<file path="src/rtl/instr_fetch.sv">
// Instruction fetch stage: PC register feeding a 2-entry {pc, instr} FIFO toward decode.
// Optional macro FETCH_MISALIGN_TRAP_EN: misaligned redirect targets raise fetch_fault instead of being word-aligned.
module instr_fetch #(
    parameter logic [31:0] RESET_PC   = 32'h0000_0000,
    parameter int          IMEM_WORDS = 64
) (
    input  logic        clk,
    input  logic        reset,
    output logic [31:0] read_address,
    input  logic [31:0] instruction_in,
    input  logic        redirect_valid,
    input  logic [31:0] redirect_pc,
    output logic        id_valid,
    input  logic        id_ready,
    output logic [31:0] id_instr,
    output logic [31:0] id_pc,
    output logic        fetch_fault
);

    localparam logic [32:0] PC_LIMIT = 33'(IMEM_WORDS) * 33'd4;

    logic [31:0] pc_q, pc_d;
    logic        fault_q, fault_d;
    logic [1:0]  cnt_q, cnt_d;
    logic        rd_ptr_q, rd_ptr_d;
    logic        wr_ptr_q, wr_ptr_d;
    logic [31:0] ent_pc_q    [2];
    logic [31:0] ent_instr_q [2];

    logic        pop, fetch_try, oob, push;
    logic [31:0] redir_pc;
    logic        redir_fault;

    always_comb begin
        pop       = id_valid && id_ready && !redirect_valid;
        // a full FIFO can still accept when the head leaves this same cycle
        fetch_try = !redirect_valid && !fault_q && ((cnt_q != 2'd2) || pop);
        oob       = {1'b0, pc_q} >= PC_LIMIT;
        push      = fetch_try && !oob;
    end

`ifdef FETCH_MISALIGN_TRAP_EN
    always_comb begin
        redir_pc    = redirect_pc;
        redir_fault = |redirect_pc[1:0];
    end
`else
    always_comb begin
        redir_pc    = {redirect_pc[31:2], 2'b00};
        redir_fault = 1'b0;
    end
`endif

    always_comb begin
        pc_d     = pc_q;
        fault_d  = fault_q;
        cnt_d    = cnt_q;
        rd_ptr_d = rd_ptr_q;
        wr_ptr_d = wr_ptr_q;
        if (redirect_valid) begin
            pc_d     = redir_pc;
            fault_d  = redir_fault;
            cnt_d    = 2'd0;
            rd_ptr_d = 1'b0;
            wr_ptr_d = 1'b0;
        end else begin
            if (fetch_try && oob) fault_d = 1'b1;
            if (push) begin
                pc_d     = pc_q + 32'd4;
                wr_ptr_d = ~wr_ptr_q;
            end
            if (pop) rd_ptr_d = ~rd_ptr_q;
            cnt_d = cnt_q + {1'b0, push} - {1'b0, pop};
        end
    end

    always_ff @(posedge clk) begin
        if (reset) begin
            pc_q     <= RESET_PC;
            fault_q  <= 1'b0;
            cnt_q    <= 2'd0;
            rd_ptr_q <= 1'b0;
            wr_ptr_q <= 1'b0;
            for (int i = 0; i < 2; i++) begin
                ent_pc_q[i]    <= 32'd0;
                ent_instr_q[i] <= 32'd0;
            end
        end else begin
            pc_q     <= pc_d;
            fault_q  <= fault_d;
            cnt_q    <= cnt_d;
            rd_ptr_q <= rd_ptr_d;
            wr_ptr_q <= wr_ptr_d;
            if (push) begin
                ent_pc_q[wr_ptr_q]    <= pc_q;
                ent_instr_q[wr_ptr_q] <= instruction_in;
            end
        end
    end

    always_comb begin
        read_address = pc_q;
        fetch_fault  = fault_q;
        id_valid     = (cnt_q != 2'd0);
        id_pc        = id_valid ? ent_pc_q[rd_ptr_q]    : 32'd0;
        id_instr     = id_valid ? ent_instr_q[rd_ptr_q] : 32'd0;
    end

endmodule
</file>
<file path="config.mk">
export PLATFORM = sky130hd
export DESIGN_NAME = instr_fetch
export DESIGN_NICKNAME = d
export VERILOG_FILES = /design/src/rtl/instr_fetch.sv
export SDC_FILE = /design/constraint.sdc
export NUM_CORES = 1
export LEC_CHECK = 0
export BUFFER_PORTS_ARGS = -buffer_cell sky130_fd_sc_hd__buf_2
export CORE_ASPECT_RATIO = 1.2
export CORE_MARGIN = 2
export CORE_UTILIZATION = 58
export CTS_BUF_LIST = sky130_fd_sc_hd__clkbuf_16
export DETAILED_ROUTE_END_ITERATION = 8
export GPL_ROUTABILITY_DRIVEN = 0
export HOLD_SLACK_MARGIN = 0.05
export PLACE_DENSITY = 0.85
export SLEW_MARGIN = 20
export SYNTH_ARGS = -nofsm -noshare
export SYNTH_HDL_FRONTEND = slang
export SYNTH_SLANG_ARGS = --single-unit
</file>
<file path="constraint.sdc">
create_clock -name clk -period 17.2 [get_ports clk]
set_input_delay 4.3 -clock clk [delete_from_list [all_inputs] [get_ports clk]]
set_output_delay 4.3 -clock clk [all_outputs]
set_load 0.05 [all_outputs]
</file>
==> results of run 1 <==
-- metrics by stage --
stage | instance area [um^2] | utilization [%] | hold slack (ns)
after floorplan | 7170 | - | 0.520
after global placement | 8010 | 68.6 | 0.488
after detailed placement | 8010 | 68.6 | 0.493
after CTS | 8550 | 73.3 | 0.509
after global routing | 8550 | 73.3 | 0.531
final | 8550 | 73.3 | 0.504
-- kinds of logic after synthesis --
logic type | after synthesis | share of synthesized area (%)
compound gates | 41 | 5.21
fa+ha+maj | 4 | 0.717
buf+inv | 90 | 5.79
simple gates | 193 | 14.9
other cells | 1 | 0.0537
mux | 65 | 9.32
xor+xnor | 3 | 0.376
flops | 160 | 63.6
-- worst max path at each step --
stage                         from  cells past startpoint                 end
after floorplan              reset                      5   ent_instr_q[1][0]
after detailed placement  id_ready                      7     ent_pc_q[1][17]
after global routing      id_ready                      7      ent_pc_q[1][3]
after CTS                 id_ready                      7  ent_instr_q[1][11]
after global placement    id_ready                      7  ent_instr_q[1][11]
final                     id_ready                      7   ent_instr_q[1][4]
-- cell type report --
cell class                 instances  area, um^2  area share (%)
clock buffer                      19         475            5.56
clock inverter                    13        67.6           0.790
inverter                          45         169            1.97
multi-input combinational        358        2350            27.5
sequential                       160        4450            52.0
tap                              157         196            2.30
timing repair buffer             165         841            9.83
-- metal layers --
| layer | wire length (um) | vias up | global-route usage (%) |
|---|---|---|---|
| met2 | 7610 | 159 | 40.1 |
| met4 | 182 | 0 | 8.02 |
| met5 | 0 | - | 0 |
| met3 | 810 | 14 | 5.86 |
| met1 | 5560 | 2264 | 26.4 |
| li1 | - | 2340 | - |
-- cell usage in the layout (no fill, tap or decap), drive strengths merged, types with 3 or more instances in the layout --
cell type	Yosys	routed
clkbuf	23	19
nand3	4	4
and3	3	3
ha	4	4
edfxtp	124	124
a22o	20	20
nor3	84	84
dfxtp	36	36
nand2	4	4
conb	1	52
mux2i	65	65
a21oi	3	3
nor2b	3	3
nor2	73	73
inv	45	51
buf	22	165
clkinv	0	7
nor4	9	9
nand4	5	5
-- worst register-to-register path: cells and delay by family (launching register included) --
kind / cells / cell delay (ns)
DFF: 1 / 0.32
AOI/OAI and AO/OA: 1 / 0.21
and+or+nand+nor: 3 / 1.14
buffers and inverters: 2 / 1.07
-- flip-flops by register name, indices dropped and copies added, names as in the netlist, named ones only --
signal        flops
read_address     30
rd_ptr_q          1
fetch_fault       1
ent_instr_q      64
ent_pc_q         60
wr_ptr_q          1
cnt_q             2
-- cell usage after synthesis (all sizes together) (2+ instances only) --
master     n
dfxtp     36
a221oi     2
and3       3
xor2       2
a2111oi    2
a22o      20
edfxtp   124
ha         4
a21oi      3
a311oi     2
inv       45
nand2      4
nor2      73
a311o      2
nand4      5
mux2i     65
nor3      84
clkbuf    23
nor4       9
nor2b      3
nand3      4
buf       22
-- power breakdown --
group,switching (mW),internal (mW)
clock,0.141,0.199
sequential,0.00905,0.436
combinational,0.0472,0.0198
total,0.197,0.654
==> flow_summary.json, run 1 <==
{
  "routed_via_density": 5.21,
  "place_hpwl_um": 8870,
  "finalCritPeriodShare_pct": 38.1,
  "slew_viol_final": 0,
  "via_count": 4777,
  "placedCellCount": 885,
  "tritoncts": "yes",
  "path_max_fanout": 78,
  "syn_area_mm2": 0.00698,
  "r2r-start": "read_address[14]",
  "holdCritStartpoint": "read_address[15]",
  "synth_cell_types": 47,
  "synthTopCellsByArea": "edfxtp_1 53%, dfxtp_1 10%, mux2i_1 9.3%",
  "cts-root-buf": "clkbuf_16",
  "ys_ff_latch": 160,
  "path_class": "primary input to flop",
  "vdd_ir_drop_max_mv": 0.0549,
  "hold_violations": 0,
  "setup_viol": 0,
  "worst_setup_path_start_kind": "primary input",
  "cts.htree.levels": 4,
  "detail-route-antenna-nets": 0,
  "clock_skew_ns": 0.00866,
  "die-area_mm2": 0.0129,
  "initial_core_util_pct": 59.8,
  "status": "complete, no violations",
  "arrival_ns": 6.61,
  "seq_area_frac_synth_pct": 63.6,
  "hold_class": "flop to flop",
  "period_minus_slack_ns": 6.55,
  "r2r_cells": 6,
  "crit_top_cell": "buf_4",
  "track_usage_pct": 22.4,
  "synth_top_cell_by_area": "edfxtp_1",
  "fmax_mhz": 153,
  "maxSlewHeadroom_pct": 27.0,
  "clk_pin_slew_ns": 0.06,
  "nets": 819,
  "fp.dieH_um": 124,
  "drive_gt1_share_pct": 29.6,
  "diodes": 0,
  "crit_buf_inv": 3,
  "cts.sinks": 160,
  "power_mw": 0.851,
  "syn_to_final_growth_pct": 22.5,
  "cap_violations": 0,
  "die_x_um": 104,
  "preCtsSetupSlack_ns": 10.26,
  "cts_buffers": 17,
  "post_cts_buffers": 0,
  "synthArstFlopShare_pct": 0,
  "worst-slew-pin-transition_ns": 1.09,
  "yosysTopAreaCellShare_pct": 53.3,
  "grt_remaining_overflow": 0,
  "grt_setup_unrepaired": "false",
  "routedWlPerCell_um": 15.4,
  "setup_ws_ns": 10.65,
  "ys_warn_count": 0,
  "r2r_slack_ns": 14.04,
  "max_stage_delay_ns": 0.71,
  "final_cells": 917,
  "drcViolationCount": 0,
  "clk_latency_ns": 0.41,
  "tns_ns": 0,
  "antenna_found_initial": 0,
  "grt_max_degree": 79,
  "synthFlopType": "edfxtp_1",
  "crit_family": "buffers and inverters",
  "crit_required_ns": 17.26,
  "first_global_vias": 4817,
  "path_cells": "buf_2, nor3b_1, nor2_1, nand4_4, buf_4, o21bai_4, buf_4",
  "routed_wl_um": 14200,
  "clk_path_buf_depth": 2,
  "hold_buffers": 0,
  "initialDrtViolationCount": 340,
  "holdPathStages": 1,
  "powerDensity_mw_per_mm2": 99.5,
  "core_area_mm2": 0.0117,
  "nFillCells": 846,
  "p_leak_nw": 3.56,
  "synth_cells": 557,
  "grt_pass1_wl_um": 22700,
  "synth_edf_count": 124,
  "placementRows": 43,
  "r2r_end": "ent_instr_q[1][4]",
  "endpoint_kind": "flop",
  "holdPathEnd": "read_address[15]",
  "ios": 166,
  "slowest_stage": "buf_4",
  "cts_resized": 0,
  "firstDrtPassIters": 4,
  "io_buffer_count": 159,
  "syn-mean-instance-area_um2": 12.5
}
No activity file was read; power rests on OpenSTA's default activity.
==> run 2: changes to the inputs <==
--- a/config.mk
+++ b/config.mk
@@ -8,12 +8,12 @@
 export BUFFER_PORTS_ARGS = -buffer_cell sky130_fd_sc_hd__buf_2
 export CORE_ASPECT_RATIO = 1.2
 export CORE_MARGIN = 2
-export CORE_UTILIZATION = 58
+export CORE_UTILIZATION = 54
 export CTS_BUF_LIST = sky130_fd_sc_hd__clkbuf_16
 export DETAILED_ROUTE_END_ITERATION = 8
 export GPL_ROUTABILITY_DRIVEN = 0
 export HOLD_SLACK_MARGIN = 0.05
-export PLACE_DENSITY = 0.85
+export PLACE_DENSITY = 0.8
 export SLEW_MARGIN = 20
 export SYNTH_ARGS = -nofsm -noshare
 export SYNTH_HDL_FRONTEND = slang
==> constraint.sdc (replaced) <==
create_clock -name clk -period 6.77 [get_ports clk]
set_input_delay 1.6925 -clock clk [delete_from_list [all_inputs] [get_ports clk]]
set_output_delay 1.6925 -clock clk [all_outputs]
set_load 0.05 [all_outputs]
==> run 2 against run 1 <==
Compared with the run above: clock-buffer cell count fell by 2; via count grew 0.94%; register-to-register slack got worse by 11 ns; routed wire length fell by 2.1%; worst hold slack better by 0.0018 ns; design area is 0.37% lower; clock skew shrank 0.00072 ns.
==> flow_summary.json, run 2 (synthesis results as in run 1) <==
{
  "maxSlewHeadroom_pct": 26.8,
  "fmax_mhz": 255,
  "path_max_fanout": 40,
  "grt_remaining_overflow": 0,
  "cts-root-buf": "clkbuf_16",
  "vdd_ir_drop_max_mv": 0.169,
  "track_usage_pct": 20.1,
  "postPlaceCellArea_mm2": 0.00802,
  "setup_ws_ns": 2.84,
  "via_count": 4822,
  "r2r-start": "read_address[14]",
  "period_minus_slack_ns": 3.93,
  "cts.sinks": 160,
  "cts.htree.levels": 4,
  "nets": 819,
  "grt_pass1_wl_um": 21800,
  "drive_gt1_share_pct": 29.9,
  "worst-slew-pin-transition_ns": 1.10,
  "die_x_um": 108,
  "setup_viol": 0,
  "clk_latency_ns": 0.41,
  "first_global_vias": 4777,
  "firstDrtPassIters": 4,
  "placementRows": 45,
  "final_common_cell": "buf_2",
  "place_hpwl_um": 8830,
  "finalCritPeriodShare_pct": 58.0,
  "preCtsSetupSlack_ns": 2.40,
  "final_core_util_pct": 67.3,
  "grt_setup_unrepaired": "false",
  "endpoint_kind": "flop",
  "tritoncts": "yes",
  "clock_skew_ns": 0.00795,
  "arrival_ns": 4.01,
  "worst_setup_path_start_kind": "primary input",
  "routedWlPerCell_um": 15.0,
  "routed_wl_um": 13900,
  "drcViolationCount": 0,
  "crit_path_start": "id_ready",
  "final_cell_mix": "159 x buf_2, 124 x edfxtp_1, 72 x nor2_1, 65 x mux2i_1, 64 x nor3_1",
  "clk_pin_slew_ns": 0.06,
  "io_buffer_count": 159,
  "initial_core_util_pct": 55.1,
  "hold_violations": 0,
  "final_cells": 924,
  "slew_viol_final": 0,
  "path_class": "primary input to flop",
  "syn_to_final_growth_pct": 22.0,
  "tns_ns": 0,
  "grt_max_degree": 78,
  "final_cell_area_mm2": 0.00852,
  "placedCellCount": 892,
  "ios": 166,
  "crit_required_ns": 6.85,
  "clk_path_buf_depth": 2,
  "hold_buffers": 0,
  "detail-route-antenna-nets": 0,
  "routed_via_density": 5.22,
  "core_area_mm2": 0.0127,
  "cts_resized": 0,
  "antenna_found_initial": 1,
  "holdCritStartpoint": "read_address[17]",
  "die-area_mm2": 0.0139,
  "diodes": 0,
  "max_flop_register": "ent_instr_q",
  "status": "complete, no violations",
  "fp.dieH_um": 129,
  "p_leak_nw": 3.55,
  "cap_violations": 0,
  "initialDrtViolationCount": 243,
  "cts_buffers": 17,
  "post_cts_buffers": 0,
  "powerDensity_mw_per_mm2": 249,
  "hold_class": "flop to flop",
  "largest_reg_flops": 64
}
[run 2: cell types whose count changed in the layout (fill, tap and decap cells not counted), sizes merged]
cell and delta:
inv +4, clkbuf -2, clkinv -2
[run 2: final timing paths]
| kind | to | depth (start not counted) | slack (ns) |
|---|---|---|---|
| max reg2reg | ent_instr_q[1][31] | 5 | 3.53 |
| min | read_address[17] | 1 | 0.51 |
| max | ent_instr_q[0][0] | 6 | 2.84 |
| min reg2reg | read_address[17] | 1 | 0.51 |
[run 2: power by group]
group	total, mW	switching (mW)	internal (mW)
Combinational	0.170	0.120	0.0502
Sequential	1.13	0.0229	1.11
Clock	0.820	0.361	0.460
[run 2: layout make-up]
class                   instances  area [um^2]
flip-flops and latches        160         4450
well taps                     164          205
fillers                       976         4150
multi-input cells             358         2350
inverters                      45          169
clock inverters                15         77.6
repair buffers                165          841
clock buffers                  17          425
[run 2: worst max-delay path: stages]
cell     delay (ns)
buf_2          0.10
nor3b_1        0.10
or2_1          0.29
nor4_1         0.48
a21o_2         0.87
buf_4          0.45
[run 2: layer usage]
layer	track usage (%)	part of all wire, %	up-vias
li1	-	-	2342
met1	23.8	41	2286
met2	35.3	52	170
met3	5.07	6.1	22
met4	7.69	1.4	2
met5	0	0.050	-
[run 2: per-stage QoR]
stage | total power, mW | hold WS, ns
final | 2.12 | 0.506
after global routing | 2.18 | 0.542
after CTS | 2.13 | 0.509
after detailed placement | 1.32 | 0.494
after global placement | 1.31 | 0.488
after floorplan | 1.27 | 0.520
==> run 3: changes to the inputs <==
--- a/config.mk
+++ b/config.mk
@@ -8,12 +8,12 @@
 export BUFFER_PORTS_ARGS = -buffer_cell sky130_fd_sc_hd__buf_2
 export CORE_ASPECT_RATIO = 1.2
 export CORE_MARGIN = 2
-export CORE_UTILIZATION = 54
+export CORE_UTILIZATION = 48
 export CTS_BUF_LIST = sky130_fd_sc_hd__clkbuf_16
 export DETAILED_ROUTE_END_ITERATION = 8
 export GPL_ROUTABILITY_DRIVEN = 0
 export HOLD_SLACK_MARGIN = 0.05
-export PLACE_DENSITY = 0.8
+export PLACE_DENSITY = 0.75
 export SLEW_MARGIN = 20
 export SYNTH_ARGS = -nofsm -noshare
 export SYNTH_HDL_FRONTEND = slang
==> constraint.sdc (replaced) <==
create_clock -name clk -period 3.55 [get_ports clk]
set_input_delay 0.8875 -clock clk [delete_from_list [all_inputs] [get_ports clk]]
set_output_delay 0.8875 -clock clk [all_outputs]
set_load 0.05 [all_outputs]
==> run 3 against run 2 <==
Compared with the run above: clock skew is 0.00099 ns higher; setup slack got worse by 2.1 ns; highest routed layer is now met4; register-to-register slack worse by 2.7 ns; critical path depth down 2; sequential power increased by 90%; utilization decreased by 6.5 points.
==> flow_summary.json, run 3 (synthesis results as in run 1) <==
{
  "postPlaceCellArea_mm2": 0.00813,
  "die_x_um": 114,
  "cts_resized": 0,
  "placementRows": 48,
  "tns_ns": 0,
  "initialDrtViolationCount": 185,
  "holdPathEnd": "read_address[22]",
  "final_cell_area_mm2": 0.00869,
  "worst-slew-pin-transition_ns": 0.724,
  "p_leak_nw": 3.59,
  "clk_pin_slew_ns": 0.06,
  "max_flop_register": "ent_instr_q",
  "r2r-start": "read_address[14]",
  "final_core_util_pct": 60.8,
  "placedCellCount": 907,
  "powerDensity_mw_per_mm2": 483,
  "path_class": "flop to output pin",
  "path_max_fanout": 30,
  "tritoncts": "yes",
  "initial_core_util_pct": 48.9,
  "antenna_found_initial": 1,
  "finalCritPeriodShare_pct": 80.4,
  "clock_skew_ns": 0.00893,
  "track_usage_pct": 18.9,
  "hold_buffers": 0,
  "maxSlewHeadroom_pct": 51.7,
  "holdCritStartpoint": "read_address[22]",
  "fp.dieH_um": 136,
  "r2r_slack_ns": 0.84,
  "holdPathStages": 1,
  "hold_class": "flop to flop",
  "ios": 166,
  "clk_latency_ns": 0.41,
  "via_count": 4805,
  "final_cells": 939,
  "cts.sinks": 160,
  "clk_path_buf_depth": 2,
  "period_minus_slack_ns": 2.85,
  "largest_reg_flops": 64,
  "cts-root-buf": "clkbuf_16",
  "place_hpwl_um": 9270,
  "final_common_cell": "buf_2",
  "max_stage_delay_ns": 0.70,
  "arrival_ns": 1.97,
  "first_global_vias": 4725,
  "slowest_stage": "dfxtp_4",
  "preCtsSetupSlack_ns": 0.566,
  "post_cts_buffers": 0,
  "fmax_mhz": 351,
  "cap_violations": 0,
  "setup_ws_ns": 0.697,
  "power_mw": 4.20,
  "drive_gt1_share_pct": 30.2,
  "diodes": 0,
  "grt_pass1_wl_um": 22900,
  "hold_violations": 0,
  "slew_viol_final": 0,
  "whs_ns": 0.499,
  "routed_via_density": 5.12,
  "path_cells": "buf_4, mux2i_1, nor2_1, buf_2",
  "nets": 823,
  "grt_max_degree": 66,
  "status": "complete, no violations",
  "cts_buffers": 17,
  "vdd_ir_drop_max_mv": 0.280,
  "endpoint_kind": "output pin",
  "die-area_mm2": 0.0155,
  "grt_remaining_overflow": 0,
  "core_area_mm2": 0.0143,
  "crit_required_ns": 2.66,
  "routedWlPerCell_um": 15.1,
  "setup_viol": 0,
  "io_buffer_count": 159,
  "r2r_cells": 5,
  "cts.htree.levels": 4,
  "grt_setup_unrepaired": "false",
  "firstDrtPassIters": 4,
  "crit_buf_inv": 2,
  "syn_to_final_growth_pct": 24.4,
  "worst_setup_path_start_kind": "flop",
  "drcViolationCount": 0,
  "final_cell_mix": "159 x buf_2, 124 x edfxtp_1, 72 x nor2_1, 65 x mux2i_1, 64 x nor3_1",
  "detail-route-antenna-nets": 0,
  "crit_family": "flip-flops",
  "r2r_end": "ent_instr_q[1][25]",
  "routed_wl_um": 14200
}
-- run 3: cell types whose count changed in the layout (fill, tap and decap cells not counted), sizes merged --
cell	previous run	this run
bufinv	0	1
inv	55	51
clkinvlp	0	3
buf	165	169
-- run 3: worst max-delay path by stage --
stage / from / to / slack [ns] / cells after the start
floorplan: read_address[2] / ent_instr_q[0][0] / 0.1 / 6
global placement: id_ready / cnt_q[1] / 0.60 / 11
detailed placement: id_ready / cnt_q[1] / 0.57 / 11
CTS: flop / id_pc[23] / 0.65 / 4
global route: flop / id_pc[23] / 0.56 / 4
finish: flop / id_pc[23] / 0.70 / 4
-- run 3: metal layers --
layer	track usage, %	wire [um]
met5	0	0
met4	5.89	170
met3	4.59	794
met2	32.9	7400
met1	23.3	5820
-- run 3: layout make-up --
| cell class | instances | area [um^2] |
|---|---|---|
| fill | 1158 | 5610 |
| clock inverter | 15 | 135 |
| clock buffer | 17 | 425 |
| timing repair buffer | 169 | 933 |
| sequential | 160 | 4450 |
| multi-input combinational | 358 | 2350 |
| tap | 175 | 219 |
| inverter | 45 | 169 |
-- run 3: worst register-to-register path: stages (launching register included) --
cell and delay (ns):
dfxtp_1 0.33, nor4_1 0.49, and4_1 0.61, nand4_4 0.35
o21bai_4 0.23, buf_12 0.33
-- run 3: where the power goes --
group / leakage, nW / total, mW / internal (mW) / switching (mW)
sequential: 1.55 / 2.15 / 2.11 / 0.0416
combinational: 1.77 / 0.332 / 0.100 / 0.231
clock: 0.270 / 1.71 / 0.974 / 0.740
